[src/rtl/spi_slave.sv]
// SPI slave endpoint: oversampled sck/ssn/mosi, all four CPOL/CPHA modes,
// MSB-first byte exchange through one-byte tx/rx buffers with status flags.
module spi_slave #(
    parameter int unsigned SYNC_STAGES = 2
) (
    input  logic       clk,
    input  logic       rst_n,
    input  logic [7:0] spcon,
    input  logic       sck,
    input  logic       ssn,
    input  logic       mosi,
    output logic       miso,
    input  logic [7:0] tx_data,
    input  logic       tx_load,
    output logic       tx_empty,
    output logic [7:0] rx_data,
    output logic       rx_full,
    input  logic       rx_rd,
    output logic       ovr,
    output logic       busy
);

    localparam int unsigned DW = 8;
    localparam int unsigned CW = 3;
    localparam logic [0:0] S_IDLE   = 1'b0;
    localparam logic [0:0] S_ACTIVE = 1'b1;

    logic [SYNC_STAGES-1:0] r_sck_sync, r_ssn_sync, r_mosi_sync;
    logic                   r_sck_d, r_ssn_d;
    logic [0:0]             r_state, w_state_nxt;
    logic [CW-1:0]          r_bit_cnt;
    logic [DW-1:0]          r_shift_tx, r_shift_rx, r_tx_buf, r_rx_data;
    logic                   r_tx_bit, r_done, r_miso, r_tx_empty, r_rx_full, r_ovr;

    logic w_spen, w_cpha, w_cpol, w_unused;
    logic w_sck_s, w_ssn_s, w_mosi_s;
    logic w_sck_rise, w_sck_fall, w_ssn_rise, w_ssn_fall;
    logic w_lead, w_trail, w_sample, w_shift;
    logic w_frame_start, w_abort, w_complete, w_active;
    logic [DW-1:0] w_ld, w_rx_byte;

    assign w_spen   = spcon[0];
    assign w_cpha   = spcon[1];
    assign w_cpol   = spcon[2];
    assign w_unused = ^spcon[7:3];

    // Input synchronizers plus one edge-detect flop; ssn chain resets low so a
    // slave held selected across reset needs a fresh ssn fall to rejoin.
    always_ff @(posedge clk or negedge rst_n) begin
        if (!rst_n) begin
            r_sck_sync  <= '0;
            r_ssn_sync  <= '0;
            r_mosi_sync <= '0;
            r_sck_d     <= 1'b0;
            r_ssn_d     <= 1'b0;
        end else begin
            r_sck_sync  <= {r_sck_sync[SYNC_STAGES-2:0], sck};
            r_ssn_sync  <= {r_ssn_sync[SYNC_STAGES-2:0], ssn};
            r_mosi_sync <= {r_mosi_sync[SYNC_STAGES-2:0], mosi};
            r_sck_d     <= r_sck_sync[SYNC_STAGES-1];
            r_ssn_d     <= r_ssn_sync[SYNC_STAGES-1];
        end
    end

    assign w_sck_s    = r_sck_sync[SYNC_STAGES-1];
    assign w_ssn_s    = r_ssn_sync[SYNC_STAGES-1];
    assign w_mosi_s   = r_mosi_sync[SYNC_STAGES-1];
    assign w_sck_rise = w_sck_s & ~r_sck_d;
    assign w_sck_fall = ~w_sck_s & r_sck_d;
    assign w_ssn_rise = w_ssn_s & ~r_ssn_d;
    assign w_ssn_fall = ~w_ssn_s & r_ssn_d;
    assign w_lead     = w_cpol ? w_sck_fall : w_sck_rise;
    assign w_trail    = w_cpol ? w_sck_rise : w_sck_fall;
    assign w_sample   = w_cpha ? w_trail : w_lead;
    assign w_shift    = w_cpha ? w_lead : w_trail;

    assign w_active      = (r_state == S_ACTIVE);
    assign w_frame_start = (r_state == S_IDLE) & w_ssn_fall & w_spen;
    assign w_abort       = w_active & (w_ssn_rise | ~w_spen);
    assign w_complete    = w_active & ~w_abort & w_sample & (r_bit_cnt == 3'd7);
    assign w_ld          = r_tx_empty ? 8'h00 : r_tx_buf;
    assign w_rx_byte     = {r_shift_rx[DW-2:0], w_mosi_s};

    always_ff @(posedge clk or negedge rst_n) begin
        if (!rst_n) r_state <= S_IDLE;
        else        r_state <= w_state_nxt;
    end

    always_comb begin
        w_state_nxt = r_state;
        case (r_state)
            S_IDLE:   if (w_frame_start) w_state_nxt = S_ACTIVE;
            S_ACTIVE: if (w_abort) w_state_nxt = S_IDLE;
            default:  w_state_nxt = S_IDLE;
        endcase
    end

    // Shift datapath, buffers and status flags
    always_ff @(posedge clk or negedge rst_n) begin
        if (!rst_n) begin
            r_bit_cnt  <= '0;
            r_shift_tx <= '0;
            r_shift_rx <= '0;
            r_tx_buf   <= '0;
            r_rx_data  <= '0;
            r_tx_bit   <= 1'b0;
            r_done     <= 1'b0;
            r_miso     <= 1'b0;
            r_tx_empty <= 1'b1;
            r_rx_full  <= 1'b0;
            r_ovr      <= 1'b0;
        end else begin
            r_done <= 1'b0;
            // A completing byte beats a simultaneous rx_rd
            if (r_done) begin
                r_rx_data <= r_shift_rx;
                r_rx_full <= 1'b1;
                r_ovr     <= r_rx_full | (r_ovr & ~rx_rd);
            end else if (rx_rd) begin
                r_rx_full <= 1'b0;
                r_ovr     <= 1'b0;
            end

            if (!w_spen) r_bit_cnt <= '0;

            if (w_frame_start) begin
                r_bit_cnt  <= '0;
                r_shift_tx <= w_cpha ? w_ld : {w_ld[DW-2:0], 1'b0};
                r_tx_bit   <= w_cpha ? 1'b0 : w_ld[DW-1];
            end else if (w_abort) begin
                r_bit_cnt <= '0;
                r_tx_bit  <= 1'b0;
            end else if (w_active) begin
                if (w_sample) begin
                    r_shift_rx <= w_rx_byte;
                    r_bit_cnt  <= r_bit_cnt + 3'd1;
                end
                if (w_complete) begin
                    r_done     <= 1'b1;
                    r_shift_tx <= w_ld;
                end
                if (w_shift) begin
                    r_tx_bit   <= r_shift_tx[DW-1];
                    r_shift_tx <= {r_shift_tx[DW-2:0], 1'b0};
                end
            end

            if (w_frame_start || w_complete) r_tx_empty <= 1'b1;
            if (tx_load && r_tx_empty) begin
                r_tx_buf   <= tx_data;
                r_tx_empty <= 1'b0;
            end

            r_miso <= (w_active && !w_abort) ? r_tx_bit : 1'b0;
        end
    end

    assign miso     = r_miso;
    assign tx_empty = r_tx_empty;
    assign rx_data  = r_rx_data;
    assign rx_full  = r_rx_full;
    assign ovr      = r_ovr;
    assign busy     = r_state[0];

endmodule

[config.mk]
export PLATFORM = sky130hd
export DESIGN_NAME = spi_slave
export DESIGN_NICKNAME = d
export VERILOG_FILES = /design/src/rtl/spi_slave.sv
export SDC_FILE = /design/constraint.sdc
export NUM_CORES = 1
export LEC_CHECK = 0
export CAP_MARGIN = 20
export CORE_MARGIN = 5
export CORE_UTILIZATION = 44
export DETAILED_ROUTE_END_ITERATION = 8
export PLACE_DENSITY_LB_ADDON = 0.25
export SLEW_MARGIN = 20
export SYNTH_ARGS = -nofsm -noshare
export SYNTH_HDL_FRONTEND = slang
export SYNTH_SLANG_ARGS = --single-unit
export TNS_END_PERCENT = 5
[constraint.sdc]
create_clock -name clk -period 2.6 [get_ports clk]
set_clock_uncertainty 0.05 [all_clocks]
set_input_delay 0.39 -clock clk [delete_from_list [all_inputs] [get_ports clk]]
set_output_delay 0.39 -clock clk [all_outputs]
set_load 0.03 [all_outputs]
==> run_results.csv, run 1 <==
group,metric,value,unit
power_and_ir_drop,power_frac_clock,0.237,
job,cap_viol_max_count,0,
layout,final_core_util,0.540,
global_route,antenna_found_initial,0,
drt,drt_first_pass_iters,4,
drt,num_vias,1416,
worst_setup_path,arrival,1840,ps
worst_setup_path,path_cells,"clkdlybuf4s50_1",
place,gp_congestion,0.724,
place,placedCellCount,268,
power_and_ir_drop,seqPwrFrac,0.546,
floorplan,dieWidth,82.1,µm
floorplan,die-area,0.00674,mm²
layout,fin_cells,276,
drt,wl,4110,µm
power_and_ir_drop,power_density,715,mW/mm²
clocking,path_clk_slew,100,ps
layout,nets,230,
timing,finalMaxSlewViolations,0,
clocking,hold_buffers,0,
power_and_ir_drop,power_frac_comb,0.217,
synth,synth-seq-cells,50,
synth,synth_commonest_cells,"dfrtp_1, mux2_2, a211oi_1",
worst_hold_path,hold_path_class,"primary input to async pin",
synth,synthTopCellsByArea,"dfrtp_1, mux2_2, mux2_4, a211oi_1, mux2i_1",
power_and_ir_drop,p_leak,1.22,nW
floorplan,core-area,0.00507,mm²
synth,netlist_area,0.00229,mm²
timing,rsz0062_at_grt,"no",
global_route,grt_max_degree,51,
worst_setup_path,cp_top_family,"flip-flops",
worst_setup_path,crit_buf_inv,1,
timing,finalSetupTns,0,ps
synth,synth_cell_type_count,34,
synth,synth.avg_cell_area,13.2,µm²
power_and_ir_drop,ir_worst_vdd,0.000342,V
synth,yosysTopAreaCell,"dfrtp_1",
clocking,cts_setup_buffers,0,
drt,ant_nets,0,
global_route,grtUsageTotal,0.138,
worst_setup_path,startpoint_type,"register",
synth,synth_edf_count,0,
place,dp_hpwl,2910,µm
status,run_status,"completed",
synth,netlist.area_leader.share,0.536,
synth,ys_warn_count,0,
worst_setup_path,critPathSlowestCell,"dfstp_2",
timing,min_period,2280,ps
global_route,grt_pass1_vias,1457,
synth,synth_nets,198,
timing,max_slew.worst_pin.slew,580,ps
clocking,root_buffer,"clkbuf_8",
synth,ys_async_sr_fraction,1.00,
clocking,cts_tree,"yes",
clocking,cts_inserted_buffers,5,
synth,ys.flop_type,"dfrtp_1",
timing,fin_crit_sh,0.876,
layout,layout-drive-gt1-share,0.233,
timing,fmaxAchievable,0.439,GHz
global_route,grt_pass1_wl,7000,µm
clocking,clk_latency,310,ps
worst_setup_path,crit_path_end_kind,"primary output",
floorplan,die_y,82.1,µm
power_and_ir_drop,cell_internal_pwr,1.36,mW
clocking,htree_levels,2,
timing,relSlewSlack,0.613,
place,port_buffers,30,
layout,n_antenna_cell,0,
power_and_ir_drop,power.share.switching,0.305,
timing,setup_viol,0,
layout,area_growth,19.9,%
synth,synthCells,173,
floorplan,initial_core_util,0.451,
drt,drcViolationCount,0,
timing,hold_violations,0,
worst_setup_path,critPathMaxStageDelay,760,ps
clocking,cts_max_path_buffers,2,
floorplan,rows,26,
drt,wl_per_cell,14.9,µm
drt,drt_iter0_drc,71,
global_route,grt-ovfl-total,0,
worst_setup_path,crit_type,"register to primary output",
clocking,cts_resized,0,
clocking,clock_sinks,50,
worst_setup_path,worstPathMaxFanout,19,
power_and_ir_drop,switching_power,0.597,mW
floorplan,pin_count,36,
synth,yosysSeqAreaShare,0.548,
worst_setup_path,cp-startpoint,"tx_empty",
synth,yosysMostFrequentCell,"dfrtp_1",
worst_setup_path,reg2reg_from,"r_bit_cnt[0]",
worst_setup_path,worstPathRequired,2160,ps
drt,via_per_inst,5.13,
layout,nFillCells,457,
-- logic make-up after synthesis --
logic type / synth area share
xor+xnor: 0.0120
simple gates: 0.104
fa+ha+maj: 0.0109
compound gates: 0.114
buf+inv: 0.0350
flops: 0.548
mux: 0.176
-- cells in the final DEF (no fill, tap or decap) --
master           count
buf_2                1
buf_4                3
or2b_2               1
nor2_1              12
clkbuf_8             5
dfstp_2              1
a21oi_2              1
nand2b_1             5
a211oi_2             2
or2_0                1
clkinvlp_4           1
o21a_1               7
dfrtp_1             49
o21ba_2              1
mux2_4               8
clkdlybuf4s50_1     29
mux2i_1              8
nand3b_1             1
mux2_2              16
buf_12               1
xnor2_4              1
nand3_1              7
inv_6                1
or4_1                1
o21bai_4             1
inv_1                4
mux2i_4              1
nand4b_1             1
a21oi_1              3
a21o_1               2
a211oi_1            13
nand2_1              5
a22o_1               1
nor3b_1              6
nor3b_2              1
and4bb_2             1
ha_1                 2
clkinv_4             1
o31a_1               1
-- path summary, 6_finish.rpt --
path / cells past startpoint / end / slack, ps
max reg2reg: 6 / r_shift_tx[7] / 740
min reg2reg: 0 / r_sck_sync[1] / 310
max in group asynchronous: 2 / tx_empty / 2230
min: 2 / r_done / 6
min in group clk: 0 / r_sck_sync[1] / 310
max: 1 / tx_empty / 320
-- sequential cells by signal, summed over array words and instances (netlist names), 2 cells and up --
register / cells
r_shift_rx: 8
r_tx_buf: 8
r_mosi_sync: 2
r_bit_cnt: 3
rx_data: 8
r_sck_sync: 2
r_ssn_sync: 2
r_shift_tx: 8
-- routing by layer --
metal	up-vias	global-route usage	part of all wire
li1	680	-	-
met1	703	0.170	0.42
met2	24	0.226	0.51
met3	9	0.0358	0.043
met4	0	0.0615	0.023
met5	-	0	0
-- power by group through the flow --
stage / sequential [mW] / clock, mW / combinational, mW
6_report: 1.07 / 0.465 / 0.425
3_5_place_dp: 1.08 / 0 / 0.430
3_3_place_gp: 1.07 / 0 / 0.409
5_1_grt: 1.09 / 0.517 / 0.470
2_1_floorplan: 1.03 / 0 / 0.335
4_1_cts: 1.07 / 0.476 / 0.432
-- stage by stage --
step / hold WS [ps] / instance area [µm²] / setup slack, ps / power [mW]
floorplan: 44.4 / 2290 / 802 / 1.37
global placement: 283 / 2650 / 189 / 1.48
detailed placement: 291 / 2650 / 136 / 1.51
CTS: 10.6 / 2740 / 330 / 1.97
global route: 15.6 / 2740 / 262 / 2.08
finish: 6.43 / 2740 / 321 / 1.96
-- cell type report --
cell class,count,area [µm²],share of cell area
inverter,4,15.0,0.00548
clock inverter,3,25.0,0.00913
clock buffer,5,68.8,0.0251
timing repair buffer,34,338,0.123
sequential,50,1250,0.457
tap,70,87.6,0.0319
multi-input combinational,110,955,0.348
Power figures use the tool's default switching activity.
==> run 2, diff against run 1 <==
Settings changed: REMOVE_ABC_BUFFERS set to 1.
==> run 2 against run 1 <==
Compared with the run above: utilization grew 1.1 points; largest power group unchanged; maximum frequency up 2.1%; sequential share of layout area shrank 0.88 points; die area unchanged.
==> run_results.csv, run 2 (synthesized netlist as in run 1, its figures left out) <==
group,metric,value,unit
power_and_ir_drop,power.share.switching,0.265,
power_and_ir_drop,power_density,767,mW/mm²
timing,max_slew.worst_pin.slew,556,ps
drt,drcViolationCount,0,
floorplan,initial_core_util,0.451,
timing,hold_violations,0,
clocking,root_buffer,"clkbuf_8",
place,gp_congestion,0.731,
power_and_ir_drop,power_frac_comb,0.197,
layout,design_area,0.00280,mm²
layout,n_antenna_cell,0,
floorplan,die-area,0.00674,mm²
timing,relSlewSlack,0.630,
clocking,cts_tree,"yes",
worst_hold_path,min_from,"r_mosi_sync[0]",
worst_setup_path,worstPathRequired,2160,ps
global_route,grt_pass1_wl,7160,µm
worst_setup_path,crit_type,"register to primary output",
timing,fin_hold_ws,304,ps
worst_setup_path,cp-startpoint,"tx_empty",
worst_setup_path,cp.depth,1,
worst_setup_path,worstPathMaxFanout,19,
worst_hold_path,hold_path_class,"register to register",
global_route,antenna_found_initial,0,
timing,finalSetupTns,0,ps
timing,min_period,2230,ps
timing,finalMaxSlewViolations,0,
power_and_ir_drop,seqPwrFrac,0.498,
place,placedCellCount,269,
drt,wl,4030,µm
worst_setup_path,crit_path_end_kind,"primary output",
layout,layout_common_cells,"dfrtp_1, clkdlybuf4s50_1, mux2_2, a211oi_1, nor2_1",
global_route,grt_max_degree,26,
layout,nFillCells,444,
drt,drt_iter0_drc,45,
drt,wl_per_cell,14.5,µm
place,dpl_cell_area,0.00264,mm²
drt,num_vias,1461,
clocking,clk_latency,300,ps
power_and_ir_drop,switching_power,0.568,mW
layout,layout-drive-gt1-share,0.236,
floorplan,die_y,82.1,µm
timing,setup_viol,0,
worst_setup_path,reg2reg_from,"r_bit_cnt[0]",
power_and_ir_drop,power_frac_clock,0.305,
clocking,cts_max_path_buffers,2,
clocking,cts_inserted_buffers,5,
timing,finalWorstSetupSlack,369,ps
worst_setup_path,startpoint_type,"register",
global_route,grtUsageTotal,0.140,
floorplan,core-area,0.00507,mm²
status,run_status,"completed",
power_and_ir_drop,p_leak,1.25,nW
worst_setup_path,cp_top_family,"flip-flops",
drt,ant_nets,0,
global_route,grt-ovfl-total,0,
worst_setup_path,critPathSlowestCell,"dfstp_2",
timing,rsz0062_at_grt,"no",
place,post-place-ws,151,ps
job,cap_viol_max_count,0,
worst_setup_path,path_cells,"clkdlybuf4s50_1",
worst_setup_path,critPathMaxStageDelay,750,ps
clocking,hold_buffers,1,
clocking,path_clk_slew,90,ps
worst_setup_path,reg2reg_depth,7,
layout,final_common_cell,"dfrtp_1",
drt,drt_first_pass_iters,4,
timing,fin_crit_sh,0.858,
layout,fin_cells,278,
power_and_ir_drop,total_power,2.15,mW
worst_setup_path,arrival,1790,ps
place,port_buffers,30,
worst_hold_path,hold_depth,0,
place,dp_hpwl,2970,µm
clocking,cts_resized,0,
clocking,cts_setup_buffers,0,
clocking,clock_sinks,50,
drt,via_per_inst,5.26,
layout,area_growth,22.2,%
timing,fmaxAchievable,0.448,GHz
clocking,htree_levels,2,
floorplan,rows,26,
global_route,grt_pass1_vias,1522,
layout,nets,232,
floorplan,pin_count,36,
layout,final_core_util,0.551,
floorplan,dieWidth,82.1,µm
power_and_ir_drop,cell_internal_pwr,1.58,mW
worst_setup_path,crit_buf_inv,1,
power_and_ir_drop,ir_worst_vdd,0.000439,V
-- run 2: cell types whose count changed in the layout (fill, tap and decap cells not counted), sizes merged --
cell	delta
clkinv	-1
inv	-1
buf	+1
clkbuf	+1
dlygate4sd3	+1
clkinvlp	-1
bufinv	+2
-- run 2: final cells by class --
cell class,count,area [µm²],share of cell area
Inverter,4,15.0,0.00537
Tap cell,70,87.6,0.0313
Multi-Input combinational cell,110,955,0.342
Clock inverter,2,60.1,0.0215
Sequential cell,50,1250,0.448
Timing Repair Buffer,36,343,0.123
Clock buffer,6,82.6,0.0295
-- run 2: power by group through the flow --
stage / Sequential (mW) / Clock [mW] / Combinational, mW
after floorplan: 1.05 / 0 / 0.293
after global placement: 1.07 / 0 / 0.403
after detailed placement: 1.08 / 0 / 0.426
after CTS: 1.07 / 0.673 / 0.430
after global routing: 1.10 / 0.710 / 0.469
final: 1.07 / 0.654 / 0.422
-- run 2: final timing paths --
kind / to / slack (ps)
max reg2reg: r_shift_tx[3] / 630
min: r_mosi_sync[1] / 300
min in group asynchronous: r_shift_rx[6] / 400
min reg2reg: r_mosi_sync[1] / 300
max in group asynchronous: tx_empty / 1520
max: tx_empty / 370
-- run 2: metal layers --
layer | global-route usage | up-vias | wire length, µm
li1 | - | 689 | -
met1 | 0.161 | 728 | 1690
met2 | 0.243 | 36 | 2050
met3 | 0.0369 | 8 | 207
met4 | 0.0615 | 0 | 80
met5 | 0 | - | 0
==> run 3, diff against run 2 <==
Settings changed: CAP_MARGIN 20 to 40, CORE_ASPECT_RATIO set to 1.25, CORE_MARGIN 5 to 2.
==> run 3 against run 2 <==
Compared with the run above: global-route usage increased by 2.4 points; combinational power about the same; total power down 4.8%; cell count fell by 4.0%; via count is 0.21% lower; non-clock buffer count is 3 lower; clock-buffer cell count shrank 1; flip-flop and latch count unchanged; highest routed layer unchanged.
==> run_results.csv, run 3 (synthesized netlist as in run 1, its figures left out) <==
group,metric,value,unit
worst_hold_path,hold_path_class,"primary input to async pin",
timing,fmaxAchievable,0.445,GHz
layout,nFillCells,414,
clocking,cts_resized,0,
worst_setup_path,crit_buf_inv,1,
worst_setup_path,arrival,1810,ps
layout,layout-drive-gt1-share,0.229,
power_and_ir_drop,total_power,2.04,mW
timing,setup_viol,0,
timing,max_slew.worst_pin.slew,681,ps
job,cap_viol_max_count,0,
clocking,cts_tree,"yes",
worst_setup_path,startpoint_type,"register",
clocking,clock_sinks,50,
power_and_ir_drop,ir_worst_vdd,0.000423,V
timing,fin_crit_sh,0.864,
power_and_ir_drop,power_density,747,mW/mm²
worst_setup_path,crit_type,"register to primary output",
clocking,path_clk_slew,90,ps
timing,finalSetupTns,0,ps
timing,min_period,2250,ps
status,run_status,"completed",
worst_setup_path,path_cells,"clkdlybuf4s50_1",
drt,drcViolationCount,0,
floorplan,initial_core_util,0.453,
global_route,grtUsageTotal,0.163,
clocking,cts_setup_buffers,0,
layout,nets,229,
drt,wl,4110,µm
drt,drt_iter0_drc,49,
timing,finalMaxSlewViolations,0,
layout,n_antenna_cell,0,
floorplan,core-area,0.00504,mm²
place,port_buffers,30,
clocking,cts_max_path_buffers,2,
global_route,grt_pass1_wl,7170,µm
clocking,cts_inserted_buffers,5,
worst_setup_path,critPathMaxStageDelay,760,ps
timing,rsz0062_at_grt,"no",
floorplan,rows,29,
timing,hold_violations,0,
place,gp_congestion,0.740,
clocking,htree_levels,2,
clocking,clk_latency,300,ps
timing,relSlewSlack,0.546,
floorplan,dieWidth,68.5,µm
global_route,antenna_found_initial,0,
drt,via_per_inst,5.46,
worst_setup_path,worstPathRequired,2160,ps
layout,area_growth,19.5,%
power_and_ir_drop,p_leak,1.23,nW
drt,drt_first_pass_iters,4,
worst_setup_path,cp_top_family,"flip-flops",
floorplan,die_y,84.6,µm
worst_setup_path,worstPathMaxFanout,19,
worst_setup_path,critPathSlowestCell,"dfstp_2",
place,dp_hpwl,2920,µm
global_route,grt_max_degree,32,
clocking,hold_buffers,0,
clocking,root_buffer,"clkbuf_8",
layout,layout_common_cells,"dfrtp_1, clkdlybuf4s50_1, mux2_2, a211oi_1, nor2_1",
global_route,grt-ovfl-total,0,
worst_setup_path,crit_path_end_kind,"primary output",
global_route,grt_pass1_vias,1565,
drt,ant_nets,0,
layout,final_common_cell,"dfrtp_1",
floorplan,pin_count,36,
drt,num_vias,1458,
floorplan,die-area,0.00579,mm²
drt,wl_per_cell,15.4,µm
run 3: cell types whose count changed in the layout (fill, tap and decap cells not counted):
cell           change
inv_6              +1
dlygate4sd3_1      -1
clkbuf_8           -1
clkinv_4           +1
bufinv_16          -1
buf_4              -2
run 3: final timing paths:
path                                    start       endpoint  slack, ps  depth (start not counted)
worst max-delay path                 tx_empty       tx_empty        350                          1
worst min-delay path                    rst_n   r_bit_cnt[0]         70                          1
worst max register to register   r_bit_cnt[0]  r_shift_tx[1]        730                          6
worst min register to register  r_ssn_sync[0]  r_ssn_sync[1]        300                          0
max in group asynchronous               rst_n     rx_data[6]       1700                          2
min in group clk                r_ssn_sync[0]  r_ssn_sync[1]        300                          0
run 3: cell type report:
type / instances / area (µm²) / area share
clock buffers: 5 / 68.8 / 0.0252
clock inverters: 3 / 47.5 / 0.0174
inverters: 4 / 15.0 / 0.00549
multi-input cells: 110 / 955 / 0.349
flip-flops and latches: 50 / 1250 / 0.458
well taps: 62 / 77.6 / 0.0284
repair buffers: 33 / 318 / 0.116
run 3: where the power goes:
group | total (mW) | internal [mW] | switching, mW | leakage, nW
clock | 0.553 | 0.292 | 0.262 | 0.0587
combinational | 0.419 | 0.240 | 0.179 | 0.534
sequential | 1.07 | 0.925 | 0.144 | 0.635
total | 2.04 | 1.46 | 0.585 | 1.23
run 3: per-layer routing:
metal | vias up | track usage | wire length [µm]
met4 | 0 | 0.0491 | 60
met2 | 29 | 0.284 | 2170
met5 | - | 0 | 0
met3 | 6 | 0.0362 | 131
met1 | 743 | 0.196 | 1750
li1 | 680 | - | -
run 3: stage by stage:
stage | setup slack, ps | cell area, µm² | util | hold slack (ps) | cells
2_1_floorplan | 804 | 2220 | - | 44.4 | 164
3_3_place_gp | 186 | 2620 | 0.519 | 284 | 259
3_5_place_dp | 160 | 2620 | 0.519 | 286 | 259
4_1_cts | 353 | 2730 | 0.542 | 89.3 | 267
5_1_grt | 312 | 2730 | 0.542 | 106 | 267
6_report | 354 | 2730 | 0.542 | 70.3 | 267
==> patch (config.mk and constraints of run 3) <==
Reset style: synchronous (`rst_n`), changed in 3 clocked blocks.
--- a/src/rtl/spi_slave.sv
+++ b/src/rtl/spi_slave.sv
@@ -48,3 +48,3 @@
     // slave held selected across reset needs a fresh ssn fall to rejoin.
-    always_ff @(posedge clk or negedge rst_n) begin
+    always_ff @(posedge clk) begin
         if (!rst_n) begin
@@ -83,3 +83,3 @@
 
-    always_ff @(posedge clk or negedge rst_n) begin
+    always_ff @(posedge clk) begin
         if (!rst_n) r_state <= S_IDLE;
@@ -98,3 +98,3 @@
     // Shift datapath, buffers and status flags
-    always_ff @(posedge clk or negedge rst_n) begin
+    always_ff @(posedge clk) begin
         if (!rst_n) begin
Function: differs if rst_n is asserted again (counterexample within 4 cycles, from zero or initial values and one cycle with rst_n low); with rst_n held inactive, the same outputs for 10 cycles.
==> patch against run 3 <==
- synthesized area fell by 3.1%
- worst setup slack better by 0.062 ns
- final cell count increased by 21%
- final area decreased by 1.1%
- sequential cell count did not move
- largest cell class is now multi-input gates
- routed wire length shrank 2.0%
Power is not compared: it rests on default switching activity, and its combinational part moved more than twofold at a synthesized area within 25%.
==> patch: results (changes against run 3) <==
Status
  • Status: finished clean

Routing
  • Drt pass-1 iters: 4 (unchanged)
  • First DRT Iteration DRCs: 36 (-27%)
  • Drt wl/cell: 12.5 um (-19%)
  • DR vias: 1655 (+14%)

Critical path
  • Reg-to-reg startpoint: r_bit_cnt[0]$_SDFF_PP0_
  • Worst setup endpoint: r_shift_tx[0]$_SDFFE_PN0P_
  • Crit path DAT: 2.33 ns (+0.52 ns)
  • Register-to-register setup slack: 0.69 ns (-0.04 ns)
  • CP max stage cell: clkdlybuf4s50_1
  • Cell family with most CP delay: buffers and inverters
  • Reg2Reg Depth: 6 (unchanged)
  • Crit-path max cell delay: 0.67 ns (-0.09 ns)
  • Reg2reg end: r_shift_tx[5]$_SDFFE_PN0P_
  • Max FO, Critical Path: 7 (-12)
  • Worst Setup SP: spcon[1]

CTS
  • Clk root buf: clkbuf_8
  • Clock transition at the registers of the reported paths: 0.08 ns
  • Cts bufs inserted: 5 (unchanged)
  • Clk buf depth: 2 (unchanged)
  • Clk Latency, worst-skew pair: 0.30 ns (about the same)
  • Post_cts resized: 0 (unchanged)
  • Setup Buffers After CTS: 0 (unchanged)
  • H-tree depth: 2 (unchanged)

Synthesis
  • Most used DFF post-synth: dfxtp_1
  • Sequential area share after synthesis: 45.2% (-9.6 points)
  • Yosys cell types: 37 (+8.8%)
  • Most instantiated cells after synthesis: dfxtp_1 (50), nor2b_1 (28), mux2i_1 (26)
  • Main area contributors after synthesis: dfxtp_1 (45%), mux2i_1 (12%), nor2b_1 (7.9%)
  • Warnings, synthesis: 0 (unchanged)
  • Async SR Flop Fraction: 0% (-100 points)

Placed design
  • Port Buffer Count: 30 (unchanged)
  • DP HPWL: 2880 um (-1.4%)
  • Global placement routability congestion: 0.797 (+7.7%)
  • Setup WS pre-CTS: 0.0800 ns (-0.0804 ns)

Power and ir drop
  • VDD IR-drop max: 0.498 mV
  • Leakage: 1.08 nW

Global routing
  • Tot GR Track Use: 15.5% (-0.89 points)
  • Largest net degree at the start of global routing: 38 (+19%)
  • Number of global-route vias before repair: 1572 (+0.45%)
  • Antenna violations before repair: 0 (unchanged)
  • First-pass GRT wire length: 6910 um (-3.6%)

Timing
  • Final worst setup slack: 0.415 ns (+0.0616 ns)
  • Least-Margin Pin Slew: 0.619 ns (-0.0624 ns)

Layout
  • Nets: 286 (+25%)
  • # fillers: 448 (+8.2%)
  • Layout cell share with drive strength beyond 1: 8.40% (-15 points)
  • Ant diodes: 0 (unchanged)

Worst hold path
  • Worst hold path type: reg -> reg
[patch: cell types whose count changed after synthesis, sizes merged, moves of 8 or more]
cell and change:
mux2i +17, a21boi +11, mux2 -22, dfxtp +50
nor2b +28, nor2 -8, a211oi -9, nand2 +12
and2 +11, dfrtp -49
[patch: area by class of cell]
cell class	instances	share of cell area, %
clock buffer	5	2.55
clock inverter	3	1.48
inverter	1	0.139
multi-input combinational	165	42.7
sequential	50	37.0
tap	60	2.78
timing repair buffer	38	13.3
[patch: worst min-delay path by stage]
| stage | from | end | slack [ns] | cells past startpoint |
|---|---|---|---|---|
| floorplan | r_mosi_sync[0]$_SDFF_PN0_ | r_mosi_sync[1]$_SDFF_PN0_ | 0.36 | 1 |
| global placement | r_sck_sync[0]$_SDFF_PN0_ | r_sck_sync[1]$_SDFF_PN0_ | 0.36 | 1 |
| detailed placement | r_ssn_sync[0]$_SDFF_PN0_ | r_ssn_sync[1]$_SDFF_PN0_ | 0.38 | 1 |
| CTS | r_sck_sync[0]$_SDFF_PN0_ | r_sck_sync[1]$_SDFF_PN0_ | 0.40 | 1 |
| global route | r_mosi_sync[0]$_SDFF_PN0_ | r_mosi_sync[1]$_SDFF_PN0_ | 0.42 | 1 |
| finish | r_sck_sync[0]$_SDFF_PN0_ | r_sck_sync[1]$_SDFF_PN0_ | 0.39 | 1 |
[patch: cell families after synthesis]
family | Yosys count | synth area share, %
XOR/XNOR | 1 | 0.734
AND/OR/NAND/NOR | 90 | 23.2
AO/OA/AOI/OAI | 44 | 14.1
adder cells (fa/ha/maj) | 2 | 1.13
flip-flops | 50 | 45.2
buffers and inverters | 14 | 2.77
multiplexers | 28 | 12.9
[patch: metrics by stage]
step / cell area [um2] / cells / utilization, %
4_1_cts: 2700 / 322 / 56.3
5_1_grt: 2700 / 322 / 56.3
6_report: 2700 / 322 / 56.3
3_3_place_gp: 2590 / 314 / 54.0
2_1_floorplan: 2160 / 216 / -
3_5_place_dp: 2590 / 314 / 54.0
[patch: power breakdown]
group / internal (mW) / switching, mW / total [mW]
logic: 0.0649 / 0.0596 / 0.124
registers: 0.780 / 0.00744 / 0.787
clock network: 0.284 / 0.258 / 0.542
total: 1.13 / 0.325 / 1.45
[patch: per-layer routing]
layer	global-route usage, %	up-vias	part of all wire [%]
li1	-	862	-
met1	20.0	765	47
met3	3.12	6	3.3
met2	25.1	22	48
met5	0	-	0
met4	5.01	0	1.3
